--- src/rtl/fbdisp_pkg.sv ---
// -----------------------------------------------------------------------------
// fbdisp_pkg
// Shared definitions for the framebuffer display stage:
//   - default 640x480@60 VGA timing and derived totals / sync positions
//   - counter, zoom and framebuffer address widths, pipeline depth
//   - window_t: image size and centred offset for a given zoom
//   - ctl_t: per-pixel control bundle carried alongside the RAM read
//   - clamp_zoom / zoom_window helper functions
// -----------------------------------------------------------------------------
package fbdisp_pkg;

  localparam int DEF_H_ACTIVE     = 640;
  localparam int DEF_H_FP         = 16;
  localparam int DEF_H_SYNC       = 96;
  localparam int DEF_H_BP         = 48;
  localparam int DEF_H_TOTAL      = DEF_H_ACTIVE + DEF_H_FP + DEF_H_SYNC + DEF_H_BP;
  localparam int DEF_H_SYNC_START = DEF_H_ACTIVE + DEF_H_FP;
  localparam int DEF_H_SYNC_END   = DEF_H_SYNC_START + DEF_H_SYNC;

  localparam int DEF_V_ACTIVE     = 480;
  localparam int DEF_V_FP         = 10;
  localparam int DEF_V_SYNC       = 2;
  localparam int DEF_V_BP         = 33;
  localparam int DEF_V_TOTAL      = DEF_V_ACTIVE + DEF_V_FP + DEF_V_SYNC + DEF_V_BP;
  localparam int DEF_V_SYNC_START = DEF_V_ACTIVE + DEF_V_FP;
  localparam int DEF_V_SYNC_END   = DEF_V_SYNC_START + DEF_V_SYNC;

  localparam int CNT_W      = 10;
  localparam int ADDR_W     = 19;
  localparam int ZOOM_W     = 3;
  localparam int PIPE_DEPTH = 3;

  localparam logic [ZOOM_W-1:0] ZOOM_MAX = 3'd4;
  localparam logic [ZOOM_W-1:0] ZOOM_RST = 3'd2;

  typedef struct packed {
    logic [CNT_W-1:0] w;
    logic [CNT_W-1:0] h;
    logic [CNT_W-1:0] x0;
    logic [CNT_W-1:0] y0;
  } window_t;

  typedef struct packed {
    logic hsync;
    logic vsync;
    logic active;
    logic first;
    logic show;
    logic border;
  } ctl_t;

  // Idle control: syncs deasserted (high), everything else off.
  localparam ctl_t CTL_IDLE = '{1'b1, 1'b1, 1'b0, 1'b0, 1'b0, 1'b0};

  function automatic logic [ZOOM_W-1:0] clamp_zoom(input logic [ZOOM_W-1:0] z);
    return (z > ZOOM_MAX) ? ZOOM_MAX : z;
  endfunction

  // Image is the active area divided by 2^(4-z): quarter size at z=2,
  // full screen at z=4. Offset centres it.
  function automatic window_t zoom_window(input logic [ZOOM_W-1:0] zc,
                                          input logic [CNT_W-1:0]  h_act,
                                          input logic [CNT_W-1:0]  v_act);
    window_t          win;
    logic [ZOOM_W-1:0] sh;
    sh     = ZOOM_MAX - zc;
    win.w  = h_act >> sh;
    win.h  = v_act >> sh;
    win.x0 = (h_act - win.w) >> 1;
    win.y0 = (v_act - win.h) >> 1;
    return win;
  endfunction

endpackage

--- src/rtl/vga_timing_gen.sv ---
// -----------------------------------------------------------------------------
// vga_timing_gen
// Free-running VGA raster counters.
// Ports:
//   clk, rst_n        pixel clock, async active-low reset
//   h, v              current column / line (registered counters)
//   hsync, vsync      active-low syncs decoded from the counters
//   active            visible region flag
//   frame_first       high at h==0 && v==0
//   last_cycle        high at the final cycle of a frame
// -----------------------------------------------------------------------------
module vga_timing_gen
  import fbdisp_pkg::*;
#(
  parameter int H_ACTIVE = DEF_H_ACTIVE,
  parameter int H_FP     = DEF_H_FP,
  parameter int H_SYNC   = DEF_H_SYNC,
  parameter int H_BP     = DEF_H_BP,
  parameter int V_ACTIVE = DEF_V_ACTIVE,
  parameter int V_FP     = DEF_V_FP,
  parameter int V_SYNC   = DEF_V_SYNC,
  parameter int V_BP     = DEF_V_BP
) (
  input  logic             clk,
  input  logic             rst_n,
  output logic [CNT_W-1:0] h,
  output logic [CNT_W-1:0] v,
  output logic             hsync,
  output logic             vsync,
  output logic             active,
  output logic             frame_first,
  output logic             last_cycle
);

  localparam int H_TOTAL = H_ACTIVE + H_FP + H_SYNC + H_BP;
  localparam int V_TOTAL = V_ACTIVE + V_FP + V_SYNC + V_BP;

  localparam logic [CNT_W-1:0] H_LAST   = CNT_W'(H_TOTAL - 1);
  localparam logic [CNT_W-1:0] V_LAST   = CNT_W'(V_TOTAL - 1);
  localparam logic [CNT_W-1:0] H_ACT    = CNT_W'(H_ACTIVE);
  localparam logic [CNT_W-1:0] V_ACT    = CNT_W'(V_ACTIVE);
  localparam logic [CNT_W-1:0] HS_START = CNT_W'(H_ACTIVE + H_FP);
  localparam logic [CNT_W-1:0] HS_END   = CNT_W'(H_ACTIVE + H_FP + H_SYNC);
  localparam logic [CNT_W-1:0] VS_START = CNT_W'(V_ACTIVE + V_FP);
  localparam logic [CNT_W-1:0] VS_END   = CNT_W'(V_ACTIVE + V_FP + V_SYNC);

  logic h_wrap;
  logic v_wrap;

  assign h_wrap = (h == H_LAST);
  assign v_wrap = (v == V_LAST);

  always_ff @(posedge clk or negedge rst_n) begin
    if (!rst_n) begin
      h <= '0;
      v <= '0;
    end else if (h_wrap) begin
      h <= '0;
      v <= v_wrap ? '0 : v + CNT_W'(1);
    end else begin
      h <= h + CNT_W'(1);
    end
  end

  assign hsync       = !((h >= HS_START) && (h < HS_END));
  assign vsync       = !((v >= VS_START) && (v < VS_END));
  assign active      = (h < H_ACT) && (v < V_ACT);
  assign frame_first = (h == '0) && (v == '0);
  assign last_cycle  = h_wrap && v_wrap;

endmodule

--- src/rtl/framebuffer_display.sv ---
// -----------------------------------------------------------------------------
// framebuffer_display
// Scans a VGA raster and shows the processed image from the output framebuffer
// centred on a black surround. Image size follows the zoom setting latched at
// the end of each frame; nothing is shown until the processor reports a
// completed frame after reset or after a zoom change.
// Optional feature macro: FBDISP_BORDER_EN -- draws a 1-pixel white frame
// around the image while an image is ready.
// Ports:
//   clk, rst_n                 pixel clock, async active-low reset
//   zoom_level[2:0]            processor zoom (values >4 treated as 4)
//   proc_done                  processor frame-complete pulse
//   fb_rd_addr[18:0]           framebuffer read address (registered)
//   fb_rd_data[7:0]            framebuffer data, one cycle after address
//   vga_hsync, vga_vsync       active-low syncs
//   vga_blank_n                high during visible pixels
//   vga_r, vga_g, vga_b        grayscale pixel
//   frame_start                pulse with output pixel (0,0)
// -----------------------------------------------------------------------------
module framebuffer_display
  import fbdisp_pkg::*;
#(
  parameter int H_ACTIVE = DEF_H_ACTIVE,
  parameter int H_FP     = DEF_H_FP,
  parameter int H_SYNC   = DEF_H_SYNC,
  parameter int H_BP     = DEF_H_BP,
  parameter int V_ACTIVE = DEF_V_ACTIVE,
  parameter int V_FP     = DEF_V_FP,
  parameter int V_SYNC   = DEF_V_SYNC,
  parameter int V_BP     = DEF_V_BP
) (
  input  logic        clk,
  input  logic        rst_n,
  input  logic [2:0]  zoom_level,
  input  logic        proc_done,
  output logic [18:0] fb_rd_addr,
  input  logic [7:0]  fb_rd_data,
  output logic        vga_hsync,
  output logic        vga_vsync,
  output logic        vga_blank_n,
  output logic [7:0]  vga_r,
  output logic [7:0]  vga_g,
  output logic [7:0]  vga_b,
  output logic        frame_start
);

  localparam logic [CNT_W-1:0] H_ACT_C = CNT_W'(H_ACTIVE);
  localparam logic [CNT_W-1:0] V_ACT_C = CNT_W'(V_ACTIVE);

  logic [CNT_W-1:0]  h;
  logic [CNT_W-1:0]  v;
  logic              hsync_p0;
  logic              vsync_p0;
  logic              active_p0;
  logic              first_p0;
  logic              last_p0;

  logic [ZOOM_W-1:0] zoom_q;
  logic [ZOOM_W-1:0] zoom_in;
  logic              image_ready;

  window_t           win;
  logic [CNT_W-1:0]  x_end;
  logic [CNT_W-1:0]  y_end;
  logic              in_win_p0;
  logic              border_p0;

  logic [ADDR_W-1:0] ptr;
  logic [ADDR_W-1:0] ptr_cur;

  ctl_t              ctl_p0;
  ctl_t              ctl_p1;
  ctl_t              ctl_p2;
  logic [7:0]        pix_p2;
  logic [7:0]        pix_q;

  vga_timing_gen #(
    .H_ACTIVE (H_ACTIVE),
    .H_FP     (H_FP),
    .H_SYNC   (H_SYNC),
    .H_BP     (H_BP),
    .V_ACTIVE (V_ACTIVE),
    .V_FP     (V_FP),
    .V_SYNC   (V_SYNC),
    .V_BP     (V_BP)
  ) u_timing (
    .clk         (clk),
    .rst_n       (rst_n),
    .h           (h),
    .v           (v),
    .hsync       (hsync_p0),
    .vsync       (vsync_p0),
    .active      (active_p0),
    .frame_first (first_p0),
    .last_cycle  (last_p0)
  );

  // ---- T0: counter cycle -- zoom latch, ready flag, window and pointer ----

  assign zoom_in = clamp_zoom(zoom_level);

  // A zoom change invalidates the stored image and overrides a coincident
  // proc_done; the new image size takes effect from the next frame.
  always_ff @(posedge clk or negedge rst_n) begin
    if (!rst_n) begin
      zoom_q      <= ZOOM_RST;
      image_ready <= 1'b0;
    end else begin
      if (last_p0) begin
        zoom_q <= zoom_in;
      end
      if (last_p0 && (zoom_in != zoom_q)) begin
        image_ready <= 1'b0;
      end else if (proc_done) begin
        image_ready <= 1'b1;
      end
    end
  end

  assign win       = zoom_window(zoom_q, H_ACT_C, V_ACT_C);
  assign x_end     = win.x0 + win.w;
  assign y_end     = win.y0 + win.h;
  assign in_win_p0 = (h >= win.x0) && (h < x_end) && (v >= win.y0) && (v < y_end);

`ifdef FBDISP_BORDER_EN
  // One-pixel ring around the window. Compare against h+1 / v+1 so that a
  // window at x0=0 or y0=0 needs no negative offset; the active gate clips
  // the ring to the visible area.
  logic [CNT_W:0] h_inc;
  logic [CNT_W:0] v_inc;
  logic           ring;

  assign h_inc = {1'b0, h} + (CNT_W+1)'(1);
  assign v_inc = {1'b0, v} + (CNT_W+1)'(1);
  assign ring  = (h_inc >= {1'b0, win.x0}) && (h <= x_end) &&
                 (v_inc >= {1'b0, win.y0}) && (v <= y_end);
  assign border_p0 = ring && !in_win_p0 && active_p0 && image_ready;
`else
  assign border_p0 = 1'b0;
`endif

  // The pointer restarts at the top-left of each frame; at full-screen zoom
  // (0,0) is itself in the window, so the restart value is used directly.
  assign ptr_cur = first_p0 ? '0 : ptr;

  always_ff @(posedge clk or negedge rst_n) begin
    if (!rst_n) begin
      ptr        <= '0;
      fb_rd_addr <= '0;
    end else begin
      ptr <= in_win_p0 ? ptr_cur + ADDR_W'(1) : ptr_cur;
      if (in_win_p0) begin
        fb_rd_addr <= ptr_cur;
      end
    end
  end

  always_comb begin
    ctl_p0        = CTL_IDLE;
    ctl_p0.hsync  = hsync_p0;
    ctl_p0.vsync  = vsync_p0;
    ctl_p0.active = active_p0;
    ctl_p0.first  = first_p0;
    ctl_p0.show   = in_win_p0 && image_ready;
    ctl_p0.border = border_p0;
  end

  // ---- T1: address registered / T2: RAM data valid ----

  always_ff @(posedge clk or negedge rst_n) begin
    if (!rst_n) begin
      ctl_p1 <= CTL_IDLE;
      ctl_p2 <= CTL_IDLE;
    end else begin
      ctl_p1 <= ctl_p0;
      ctl_p2 <= ctl_p1;
    end
  end

  always_comb begin
    pix_p2 = 8'h00;
    if (ctl_p2.show) begin
      pix_p2 = fb_rd_data;
    end else if (ctl_p2.border) begin
      pix_p2 = 8'hFF;
    end
  end

  // ---- T3: registered outputs ----

  always_ff @(posedge clk or negedge rst_n) begin
    if (!rst_n) begin
      vga_hsync   <= 1'b1;
      vga_vsync   <= 1'b1;
      vga_blank_n <= 1'b0;
      frame_start <= 1'b0;
      pix_q       <= 8'h00;
    end else begin
      vga_hsync   <= ctl_p2.hsync;
      vga_vsync   <= ctl_p2.vsync;
      vga_blank_n <= ctl_p2.active;
      frame_start <= ctl_p2.first;
      pix_q       <= pix_p2;
    end
  end

  assign vga_r = pix_q;
  assign vga_g = pix_q;
  assign vga_b = pix_q;

endmodule

--- config.mk ---
export PLATFORM = sky130hd
export DESIGN_NAME = framebuffer_display
export DESIGN_NICKNAME = d
export VERILOG_FILES = /design/src/rtl/fbdisp_pkg.sv /design/src/rtl/vga_timing_gen.sv /design/src/rtl/framebuffer_display.sv
export SDC_FILE = /design/constraint.sdc
export NUM_CORES = 1
export LEC_CHECK = 0
export CAP_MARGIN = 20
export CORE_ASPECT_RATIO = 1.1
export CORE_UTILIZATION = 25
export CTS_CLUSTER_SIZE = 10
export DETAILED_ROUTE_END_ITERATION = 7
export HOLD_SLACK_MARGIN = 0.06
export PLACE_DENSITY_LB_ADDON = 0.3
export SYNTH_ARGS = -nofsm -noshare
export SYNTH_HDL_FRONTEND = slang
export SYNTH_SLANG_ARGS = --single-unit
--- constraint.sdc ---
create_clock -name clk -period 5 [get_ports clk]
set_input_delay 1.5 -clock clk [delete_from_list [all_inputs] [get_ports clk]]
set_output_delay 1.5 -clock clk [all_outputs]
set_load 0.02 [all_outputs]
### Yosys cells after proc, flatten, opt, wreduce, memory -nomap -nowiden

Cells that the tools add are included.

* register bits after elaboration: 84

* mux-type cells: 8
* reduce and logical (&&, ||, !) cells: 15
* add/sub/neg operators: 8
* magnitude comparators: 11
* shifts and indexed selects: 2
* eq/ne operators: 3

Operators by type and width (count)
* $mux W19: 2
* $add A10 B1 Y10 const B: 2
* $add A9 B10 Y10: 2
* $eq A10 B10 Y1 const B: 2
* $ge A10 B9 Y1: 2
* $logic_not A10 Y1: 2
* $lt A10 B10 Y1: 2
* $lt A10 B10 Y1 const B: 2
* $lt A10 B9 Y1 const B: 2
* $mux W10: 2
* $add A19 B1 Y19 const B: 1
* $ge A10 B10 Y1 const B: 1
* $ge A10 B9 Y1 const B: 1
* $logic_and A1 B1 Y1: 10
* $shr A10 B3 Y10 const A: 1
* $shr A9 B3 Y10 const A: 1
* $sub A10 B10 Y10 const A: 1
* $sub A9 B10 Y10 const A: 1
* $mux W8: 1
* $gt A3 B3 Y1 const B: 1
* $mux W3: 1
* $ne A3 B3 Y1: 1
* $sub A3 B3 Y3 const A: 1
* $logic_not A1 Y1: 2
* 2 further kinds: 3

### Longest topological paths before layout

Gate-level depths: netlist of run 1.

* depth in word-level cells: 9
* gate-level depth with buffers: 26

### By module

From an unflattened synthesis of run 1, not the netlist that was laid out.

* cell total of the unflattened synthesis: 632
* area, all modules: 5973.2 um2

Modules (own cells, without submodules)
* framebuffer_display: area each 4850.9 um2, times used 1, sequential area each 1610.3 um2, cells an instance 517
* vga_timing_gen: area each 1122.3 um2, times used 1, sequential area each 500.5 um2, cells an instance 115

### Least setup slack after synthesis of run 1

No wires, ideal clock.

* path type: register to register
* start point: reg zoom_q[1]
* end point: reg ptr[13]
* path buffers: 1
* setup time: 0.073 ns
* slack: -0.224 ns
* data arrival time: 5.151 ns
* stages on the path, launching flop included: 25
* period minus slack after synthesis: 5.224 ns
* data required time: 4.927 ns
* path through: dfstp_2 > inv_1 > ha_1 > ha_1 > or2_2 > or3_1 > a21oi_1 > and2_1 > mux2i_1 > ha_1 > a31oi_1 > o21ai_0 > a21o_1 > a31o_1 > a21oi_1 > xor2_1 > ha_1 > o21ai_0 > o22ai_1 > nor2_1 > o211a_1 > nand3_2 > buf_6 > or4_4 > a21oi_2

* word-level cells in the longest chain between the ends: 9
* elaborated cells on any way between the ends: 15
* classes of those cells: add/sub: 5; order compare: 4; shift: 2; mux: 1; reduce/logical: 3

Ends and longest elaborated chain
* start, declared: line framebuffer_display.sv:58 `logic [ZOOM_W-1:0] zoom_q;`
* start signal, assigned: line framebuffer_display.sv:110 `zoom_q <= zoom_in;`
* $sub A3 B3 Y3 (*): line fbdisp_pkg.sv:66 `sh = ZOOM_MAX - zc;`
* $shr A10 B3 Y10: line fbdisp_pkg.sv:67 `win.w = h_act >> sh;`
* $sub A10 B10 Y10: line fbdisp_pkg.sv:69 `win.x0 = (h_act - win.w) >> 1;`
* $add A9 B10 Y10: line framebuffer_display.sv:121 `assign x_end = win.x0 + win.w;`
* $lt A10 B10 Y1: line framebuffer_display.sv:123 `assign in_win_p0 = (h >= win.x0) && (h < x_end) && (v >= win.y0) && (v < y_end);`
* $logic_and A1 B1 Y1 (2 in a row): line framebuffer_display.sv:123
* $logic_and A1 B1 Y1 (*): line framebuffer_display.sv:123
* $mux W19 (*): line framebuffer_display.sv:151 `ptr <= in_win_p0 ? ptr_cur + ADDR_W'(1) : ptr_cur;`
* end signal, assigned: line framebuffer_display.sv:151
* end, declared: line framebuffer_display.sv:68 `logic [ADDR_W-1:0] ptr;`

Mark *: on every way between the ends. The rest lies on a longest branch, timed or not.
A chain may end at the register's enable or synchronous reset.

### Worst setup path in the final report of run 1

* start point: reg zoom_q[1]
* end point: reg ptr[10]

The elaborated chain is that of the path after synthesis.

==> tab_implementation.tex, run 1 <==
\begin{tabular}{lr}
\hline
Metric & Value \\
\hline
\multicolumn{2}{l}{\textbf{Run status}} \\
Result of the run & finished with violations \\
Violations in the final reports & negative setup slack \\
\multicolumn{2}{l}{\textbf{Floorplanning}} \\
Ports & 61 \\
Num rows & 57 \\
Initial Util & 25.7\% \\
Area of the die & 23600 um2 \\
Placeable core area & 22300 um2 \\
Die outline height & 161 um \\
Die X & 146 um \\
\multicolumn{2}{l}{\textbf{Timing}} \\
Sum of negative setup slack & -0.136 ns \\
Slew Limit Fails & 0 \\
Worst relative slew slack & 39.4\% \\
Crit share post-route & 101\% \\
Clock Skew & 0.00790 ns \\
Transition time at the pin with the least slew margin & 0.900 ns \\
Post-layout minimum cycle time & 5.03 ns \\
Unrepaired setup endpoints after global routing & yes \\
Maximum achievable frequency & 199 MHz \\
Final WS setup & -0.0345 ns \\
Hold violation total from the final report & 0 \\
Setup-violating endpoint count in the final report & 8 \\
WHS & 0.348 ns \\
\multicolumn{2}{l}{\textbf{Clock tree}} \\
Quantity of hold-fixing buffers added after cts & 0 \\
TritonCTS clock tree & done \\
Inserted Clock Buffers & 9 \\
Root buffer cell & sky130\_fd\_sc\_hd\_\_clkbuf\_16 \\
CTS Sinks & 84 \\
Worst skew pair latency & 0.35 ns \\
CTS clk-pin slew, worst paths & 0.06 ns \\
Level count of the clock H-tree & 3 \\
Number of buffers on the longest clock path & 2 \\
\multicolumn{2}{l}{\textbf{Pwr}} \\
Leakage & 3.42 nW \\
Pwr per Cell Area & 174 nW/um2 \\
Maximum VDD drop & 0.000162 V \\
\multicolumn{2}{l}{\textbf{Synthesis}} \\
Cell accounting for the most synthesized area & sky130\_fd\_sc\_hd\_\_dfrtp\_1 \\
Sequential cell area fraction in the yosys report & 36.8\% \\
Post-Synthesis Mean Instance Area & 9.13 um2 \\
List of most frequent post-synthesis cells & sky130\_fd\_sc\_hd\_\_dfrtp\_1, sky130\_fd\_sc\_hd\_\_nand2\_1, sky130\_fd\_sc\_hd\_\_ha\_1 \\
EDFF count, synth & 0 \\
Distinct cell type count of the synthesized netlist & 67 \\
Net count after synthesis & 705 \\
Yosys warning count & 0 \\
Dominant register cell in the synthesized netlist & sky130\_fd\_sc\_hd\_\_dfrtp\_1 \\
Number of cells produced by synthesis & 629 \\
Share of synthesized flip-flops with an asynchronous set or reset & 100\% \\
Yosys reg bits & 84 \\
Share of Yosys cell area claimed by the top area cell type & 33.6\% \\
Leading post-synthesis cells by cell area & sky130\_fd\_sc\_hd\_\_dfrtp\_1, sky130\_fd\_sc\_hd\_\_ha\_1, sky130\_fd\_sc\_hd\_\_o21ai\_0 \\
Area of the mapped netlist & 5740 um2 \\
Leading cell type by number of instances after synthesis & sky130\_fd\_sc\_hd\_\_dfrtp\_1 \\
\multicolumn{2}{l}{\textbf{Global routing}} \\
Overall Global Routing Usage & 12.2\% \\
M3 GR Usage & 2.53\% \\
Number of antenna violations at the first check in global routing & 0 \\
GR Layer Usage met1 & 15.0\% \\
Overflow left after global routing & 0 \\
Vias in the first global route & 4528 \\
Largest net degree at the start of global routing & 60 \\
Routing usage on met2 & 21.1\% \\
Global-route wire length before repair & 23.1 mm \\
Gr busiest metal & met2 \\
\multicolumn{2}{l}{\textbf{Placed design}} \\
Detailed placer's ending HPWL & 10.3 mm \\
Worst slack after detailed placement & -0.0682 ns \\
Final GP Congestion & 0.791 \\
Port-buffer cells & 60 \\
\multicolumn{2}{l}{\textbf{Worst setup path}} \\
Depth of the worst register-to-register path & 24 \\
Type of element capturing the critical path & register \\
Endpoint of the most critical register-to-register path & ptr[10] \\
Minimum setup slack among reg-to-reg paths & -0.03 ns \\
Critical path startpoint category & register \\
Cell chain of the critical path & inv\_2 > ha\_4 > ha\_4 > or2\_4 > or3\_1 > a21oi\_2 > and2\_4 > mux2i\_4 > ha\_4 > a31oi\_4 > o21ai\_1 > a21o\_1 > a31o\_1 > a21oi\_2 > xor2\_1 > ha\_1 > o21ai\_1 > o22ai\_1 > nor2\_1 > o211a\_1 > nand3\_4 > buf\_12 > or3\_4 > a21oi\_2 \\
Top fanout value on the critical path & 7 \\
Stage delay of the slowest cell on the critical path & 0.54 ns \\
Crit path arrival time & 5.30 ns \\
Critical path start-end classification & register to register \\
Data required time of the critical path & 5.27 ns \\
Origin of the critical flop-to-flop path & zoom\_q[1] \\
Highest-delay cell along the critical path & sky130\_fd\_sc\_hd\_\_dfstp\_2 \\
\multicolumn{2}{l}{\textbf{Final layout}} \\
Number of antenna repair diodes & 0 \\
Multi-input gate area in the final layout & 3600 um2 \\
Count of nets after finishing & 788 \\
Fill cell instance count of the final layout & 2292 \\
Sequential standard cell area & 2110 um2 \\
Area growth from synthesis to layout & 33.1\% \\
Share of post-route cells with drive strength above 1 & 21.9\% \\
\multicolumn{2}{l}{\textbf{Detailed routing}} \\
Total via count after detailed routing & 4834 \\
Remaining DRCs & 0 \\
Length of the first detailed-routing pass in iterations & 4 \\
WL final & 14.5 mm \\
Wire length per cell after detailed routing & 14.3 um \\
Antenna-violating nets left & 0 \\
Number of DRC markers in iteration 0 & 177 \\
Routed vias/inst & 4.78 \\
\multicolumn{2}{l}{\textbf{Run}} \\
Max-cap violations & 0 \\
\multicolumn{2}{l}{\textbf{Hold path}} \\
Classification of the worst-slack hold path & register to register \\
Hold Path Cell Cnt & 0 \\
Hold Path Origin & ctl\_p2[3] \\
Destination of the worst hold path & vga\_blank\_n \\
\hline
\end{tabular}
-- logic make-up (layout without fill, tap and decap cells) --
logic type	Yosys count	in the layout	share of synthesized area (%)
XOR/XNOR	36	36	5.49
adder cells (fa/ha/maj)	62	62	13.5
AND/OR/NAND/NOR	217	217	20.2
flip-flops	84	84	36.8
AO/OA/AOI/OAI	144	144	15.3
buffers and inverters	73	161	6.34
multiplexers	13	13	2.33
-- layer usage --
layer	vias to the layer above	share of wire, %	wire (um)
met5	-	0	0
met4	0	1.8	259
met3	22	3.5	507
met2	109	50	7280
met1	2297	45	6450
li1	2406	-	-
-- layout make-up --
type	count	area share, %
inverter	31	1.52
clock buffer	12	3.23
multi-input combinational	472	47.1
timing repair buffer	114	15.4
tap	295	4.83
sequential	84	27.6
clock inverter	4	0.360
-- repair_timing --
item	4_1_cts	5_1_grt
resized for setup	5	97
gates cloned	0	5
pin swaps	1	40
setup buffers	1	9
setup endpoints to repair	12	39
-- worst max-delay path: cells and delay by family (launching register included) --
family / cells / cell delay, ns
simple gates: 6 / 1.42
buf+inv: 2 / 0.24
flops: 1 / 0.54
mux: 1 / 0.26
xor+xnor: 1 / 0.16
compound gates: 10 / 1.49
fa+ha+maj: 4 / 0.87
-- state kept, by name, summed over array words and instances (netlist names) --
name and cells:
u_timing.h 10, vga_b 8, vga_vsync 1, image_ready 1
ctl_p2 5, u_timing.v 10, vga_hsync 1, frame_start 1
fb_rd_addr 19, zoom_q 3, ptr 19, ctl_p1 5
vga_blank_n 1
-- power breakdown --
part,switching (mW),total [mW],internal (mW)
Combinational,0.0151,0.0248,0.00962
Clock,0.277,0.628,0.351
Sequential,0.00000000000000000936,0.680,0.680
-- cells in the final DEF, fill, tap and decap left out, drive strengths merged, types with 8 or more instances in the layout --
| master | n |
|---|---|
| ha | 62 |
| a21o | 8 |
| clkbuf | 17 |
| mux2i | 10 |
| inv | 31 |
| xnor2 | 21 |
| a211oi | 8 |
| clkdlybuf4s50 | 59 |
| a21oi | 28 |
| and2 | 12 |
| nand3 | 15 |
| o21ai | 64 |
| nor4 | 10 |
| nand4 | 15 |
| buf | 50 |
| nor3 | 15 |
| nor2 | 27 |
| nand2 | 68 |
| xor2 | 15 |
| dfrtp | 77 |
| or3 | 15 |
-- how the worst max path moves through the flow --
stage / cells past startpoint / startpoint / endpoint / slack [ns]
floorplan: 24 / zoom_q[1] / ptr[13] / 0.05
global placement: 24 / zoom_q[1] / ptr[18] / 0.03
detailed placement: 24 / zoom_q[1] / ptr[18] / -0.07
CTS: 24 / zoom_q[1] / ptr[18] / 0.02
global route: 24 / zoom_q[1] / ptr[10] / -0.28
finish: 24 / zoom_q[1] / ptr[10] / -0.03
-- through the flow --
| step | util [%] | area (um2) | total power, mW | std cells |
|---|---|---|---|---|
| detailed placement | 30.4 | 6790 | 0.719 | 982 |
| CTS | 31.8 | 7100 | 1.35 | 999 |
| global placement | 30.4 | 6790 | 0.719 | 982 |
| global route | 34.2 | 7640 | 1.38 | 1012 |
| finish | 34.2 | 7640 | 1.33 | 1012 |
| floorplan | - | 5770 | 0.693 | 629 |
(Power assumes the default switching activity.)
==> run 2, diff against run 1 <==
Settings changed: CORE_MARGIN from default to 2.
==> tab_implementation.tex, run 2 (synthesis gave the netlist of run 1 again) <==
\begin{tabular}{lr}
\hline
Metric & Value \\
\hline
\multicolumn{2}{l}{\textbf{Floorplanning}} \\
Placeable core area & 22700 um2 (+1.8\%) \\
Initial Util & 25.3\% (-0.44 points) \\
Area of the die & 24200 um2 (+2.6\%) \\
Die outline height & 163 um (+1.2\%) \\
Die X & 148 um (+1.4\%) \\
Ports & 61 (unchanged) \\
Num rows & 58 (+1.8\%) \\
\multicolumn{2}{l}{\textbf{Timing}} \\
Hold violation total from the final report & 0 (unchanged) \\
Crit share post-route & 99.7\% (-1.0 points) \\
WHS & 0.349 ns (+0.00101 ns) \\
Sum of negative setup slack & 0 ns (+0.136 ns) \\
Unrepaired setup endpoints after global routing & yes \\
Post-layout minimum cycle time & 4.98 ns (-0.0507 ns) \\
Worst relative slew slack & 34.8\% (-4.6 points) \\
Maximum achievable frequency & 201 MHz (+1.0\%) \\
Slew Limit Fails & 0 (unchanged) \\
Setup-violating endpoint count in the final report & 0 (-8) \\
Clock Skew & 0.00957 ns (+0.00167 ns) \\
Transition time at the pin with the least slew margin & 0.968 ns (+0.0682 ns) \\
\multicolumn{2}{l}{\textbf{Placed design}} \\
Cells after DPL & 993 (+1.1\%) \\
Final GP Congestion & 0.810 (+2.4\%) \\
Detailed placer's ending HPWL & 10.6 mm (+3.0\%) \\
Port-buffer cells & 60 (unchanged) \\
\multicolumn{2}{l}{\textbf{Worst setup path}} \\
Top fanout value on the critical path & 8 (+1) \\
Type of element capturing the critical path & register \\
Minimum setup slack among reg-to-reg paths & 0.02 ns (+0.05 ns) \\
Crit path arrival time & 5.26 ns (-0.04 ns) \\
Highest-delay cell along the critical path & sky130\_fd\_sc\_hd\_\_dfstp\_2 \\
Critical path start-end classification & register to register \\
Top Family by Delay on Critical Path & compound AO/OA/AOI/OAI gates \\
Critical path startpoint category & register \\
Number of buffers and inverters on the critical path & 2 (unchanged) \\
Stage delay of the slowest cell on the critical path & 0.54 ns (about the same) \\
Cell chain of the critical path & inv\_2 > ha\_4 > ha\_4 > or2\_4 > or3\_4 > a21oi\_2 > and2\_4 > mux2i\_4 > ha\_4 > a31oi\_4 > o21ai\_1 > a21o\_1 > a31o\_1 > a21oi\_2 > xor2\_1 > ha\_1 > o21ai\_1 > o22ai\_1 > nor2\_1 > o211a\_1 > nand3\_4 > buf\_8 > or3\_1 > a21oi\_2 \\
Data required time of the critical path & 5.27 ns (about the same) \\
\multicolumn{2}{l}{\textbf{Final layout}} \\
Count of nets after finishing & 790 (+0.25\%) \\
Number of antenna repair diodes & 0 (unchanged) \\
Area growth from synthesis to layout & 30.8\% \\
Final Non-Filler Cells & 1019 (+0.69\%) \\
Most frequent standard cell in the layout excluding fill and tap cells & sky130\_fd\_sc\_hd\_\_dfrtp\_1 \\
Fill cell instance count of the final layout & 2351 (+2.6\%) \\
Share of post-route cells with drive strength above 1 & 19.6\% (-2.3 points) \\
Largest regs & fb\_rd\_addr: 19 flops, ptr: 19 flops \\
Leading cell types in the layout, fill and taps excluded & sky130\_fd\_sc\_hd\_\_dfrtp\_1, sky130\_fd\_sc\_hd\_\_nand2\_1, sky130\_fd\_sc\_hd\_\_clkdlybuf4s50\_1 \\
\multicolumn{2}{l}{\textbf{Run status}} \\
Result of the run & complete, no violations \\
\multicolumn{2}{l}{\textbf{Pwr}} \\
Leakage & 3.34 nW (-2.4\%) \\
Maximum VDD drop & 0.000161 V (-0.73\%) \\
Relative contribution of sequential cells to total power & 47.4\% (-3.6 points) \\
Switching part of the total power & 20.4\% (-1.5 points) \\
Part of the power in the clock network & 50.9\% (+3.8 points) \\
Pwr per Cell Area & 191 nW/um2 (+9.6\%) \\
Net switching power figure & 0.293 mW (+0.26\%) \\
Final Total Pwr & 1.44 mW (+7.7\%) \\
Internal power consumption & 1.14 mW (+9.9\%) \\
Logic pwr share & 1.7\% (-0.2 points) \\
\multicolumn{2}{l}{\textbf{Global routing}} \\
Overall Global Routing Usage & 12.3\% (+0.073 points) \\
Routing usage on met2 & 20.7\% (-0.37 points) \\
Largest net degree at the start of global routing & 63 (+5.0\%) \\
GR Layer Usage met1 & 15.6\% (+0.59 points) \\
Global-route wire length before repair & 23.7 mm (+2.5\%) \\
Gr busiest metal & met2 \\
Vias in the first global route & 4642 (+2.5\%) \\
Number of antenna violations at the first check in global routing & 0 (unchanged) \\
Overflow left after global routing & 0 (unchanged) \\
M3 GR Usage & 2.21\% (-0.32 points) \\
\multicolumn{2}{l}{\textbf{Clock tree}} \\
Root buffer cell & sky130\_fd\_sc\_hd\_\_clkbuf\_16 \\
TritonCTS clock tree & done \\
Worst skew pair latency & 0.35 ns (about the same) \\
Number of buffers on the longest clock path & 2 (unchanged) \\
Inserted Clock Buffers & 9 (unchanged) \\
Level count of the clock H-tree & 3 (unchanged) \\
CTS Sinks & 84 (unchanged) \\
CTS clk-pin slew, worst paths & 0.06 ns (about the same) \\
Quantity of hold-fixing buffers added after cts & 0 (unchanged) \\
\multicolumn{2}{l}{\textbf{Detailed routing}} \\
Wire length per cell after detailed routing & 14.3 um (-0.18\%) \\
Routed vias/inst & 4.75 (-0.65\%) \\
Total via count after detailed routing & 4836 (+0.041\%) \\
Antenna-violating nets left & 0 (unchanged) \\
Length of the first detailed-routing pass in iterations & 4 (unchanged) \\
WL final & 14.6 mm (+0.51\%) \\
Number of DRC markers in iteration 0 & 171 (-3.4\%) \\
Remaining DRCs & 0 (unchanged) \\
\multicolumn{2}{l}{\textbf{Run}} \\
Max-cap violations & 0 (unchanged) \\
\multicolumn{2}{l}{\textbf{Hold path}} \\
Classification of the worst-slack hold path & register to register \\
\hline
\end{tabular}
==> run 2: changes by cell type in the layout (fill, tap and decap cells not counted), moves of 4 or more <==
cell / delta
sky130_fd_sc_hd__nand2_1: +14
sky130_fd_sc_hd__buf_4: +12
sky130_fd_sc_hd__o21ai_0: +12
sky130_fd_sc_hd__nand2_2: -11
sky130_fd_sc_hd__o21ai_2: -8
sky130_fd_sc_hd__o21ai_1: -4
==> run 2: worst reg2reg max path: cells and delay by family (launching register included) <==
kind                     cells  cell delay, ns
flip-flops                   1            0.54
AND/OR/NAND/NOR              6            1.42
XOR/XNOR                     1            0.17
AO/OA/AOI/OAI               10            1.41
buffers and inverters        2            0.23
adder cells (fa/ha/maj)      4            0.88
multiplexers                 1            0.27
==> run 2: what timing repair did <==
item,4_1_cts,5_1_grt
buffers inserted,0,8
resized for setup,8,45
pin swaps,4,20
setup endpoints to repair,25,39
cloned,0,2
==> run 2: path summary, 6_finish.rpt <==
check	from	end	depth (start not counted)
max	zoom_q[1]	ptr[11]	24
min	ctl_p2[2]	frame_start	0
max reg2reg	zoom_q[1]	ptr[11]	24
min reg2reg	ctl_p2[2]	frame_start	0
max in group asynchronous	rst_n	ctl_p2[4]	2
min in group asynchronous	rst_n	fb_rd_addr[1]	1
==> run 2: per-stage QoR <==
stage / utilization, % / area [um2] / setup slack (ns)
global placement: 30.1 / 6840 / -0.155
global route: 33.1 / 7510 / -0.216
detailed placement: 30.1 / 6840 / -0.157
finish: 33.1 / 7510 / 0.0162
floorplan: - / 5770 / 0.0467
CTS: 31.7 / 7210 / 0.00307
==> run 2: routing by layer <==
layer  share of wire (%)  wire, um
met1                  46      6660
met2                  50      7220
met3                 2.9       419
met4                 1.9       270
met5                   0         0
==> run 2: final cells by class <==
type	count	area, um2	area share, %
repair buffers	116	1070	14.3
well taps	300	375	5.00
multi-input cells	472	3510	46.7
clock inverters	5	82.6	1.10
flip-flops and latches	84	2110	28.1
clock buffers	11	243	3.23
inverters	31	116	1.55
==> run 2: power by group through the flow <==
stage                     logic, mW  registers (mW)  clock network (mW)
after floorplan            0.000754           0.692                   0
after global placement       0.0264           0.692                   0
after detailed placement     0.0265           0.692                   0
after CTS                    0.0265           0.680               0.760
after global routing         0.0288           0.679               0.785
final                        0.0249           0.680               0.731
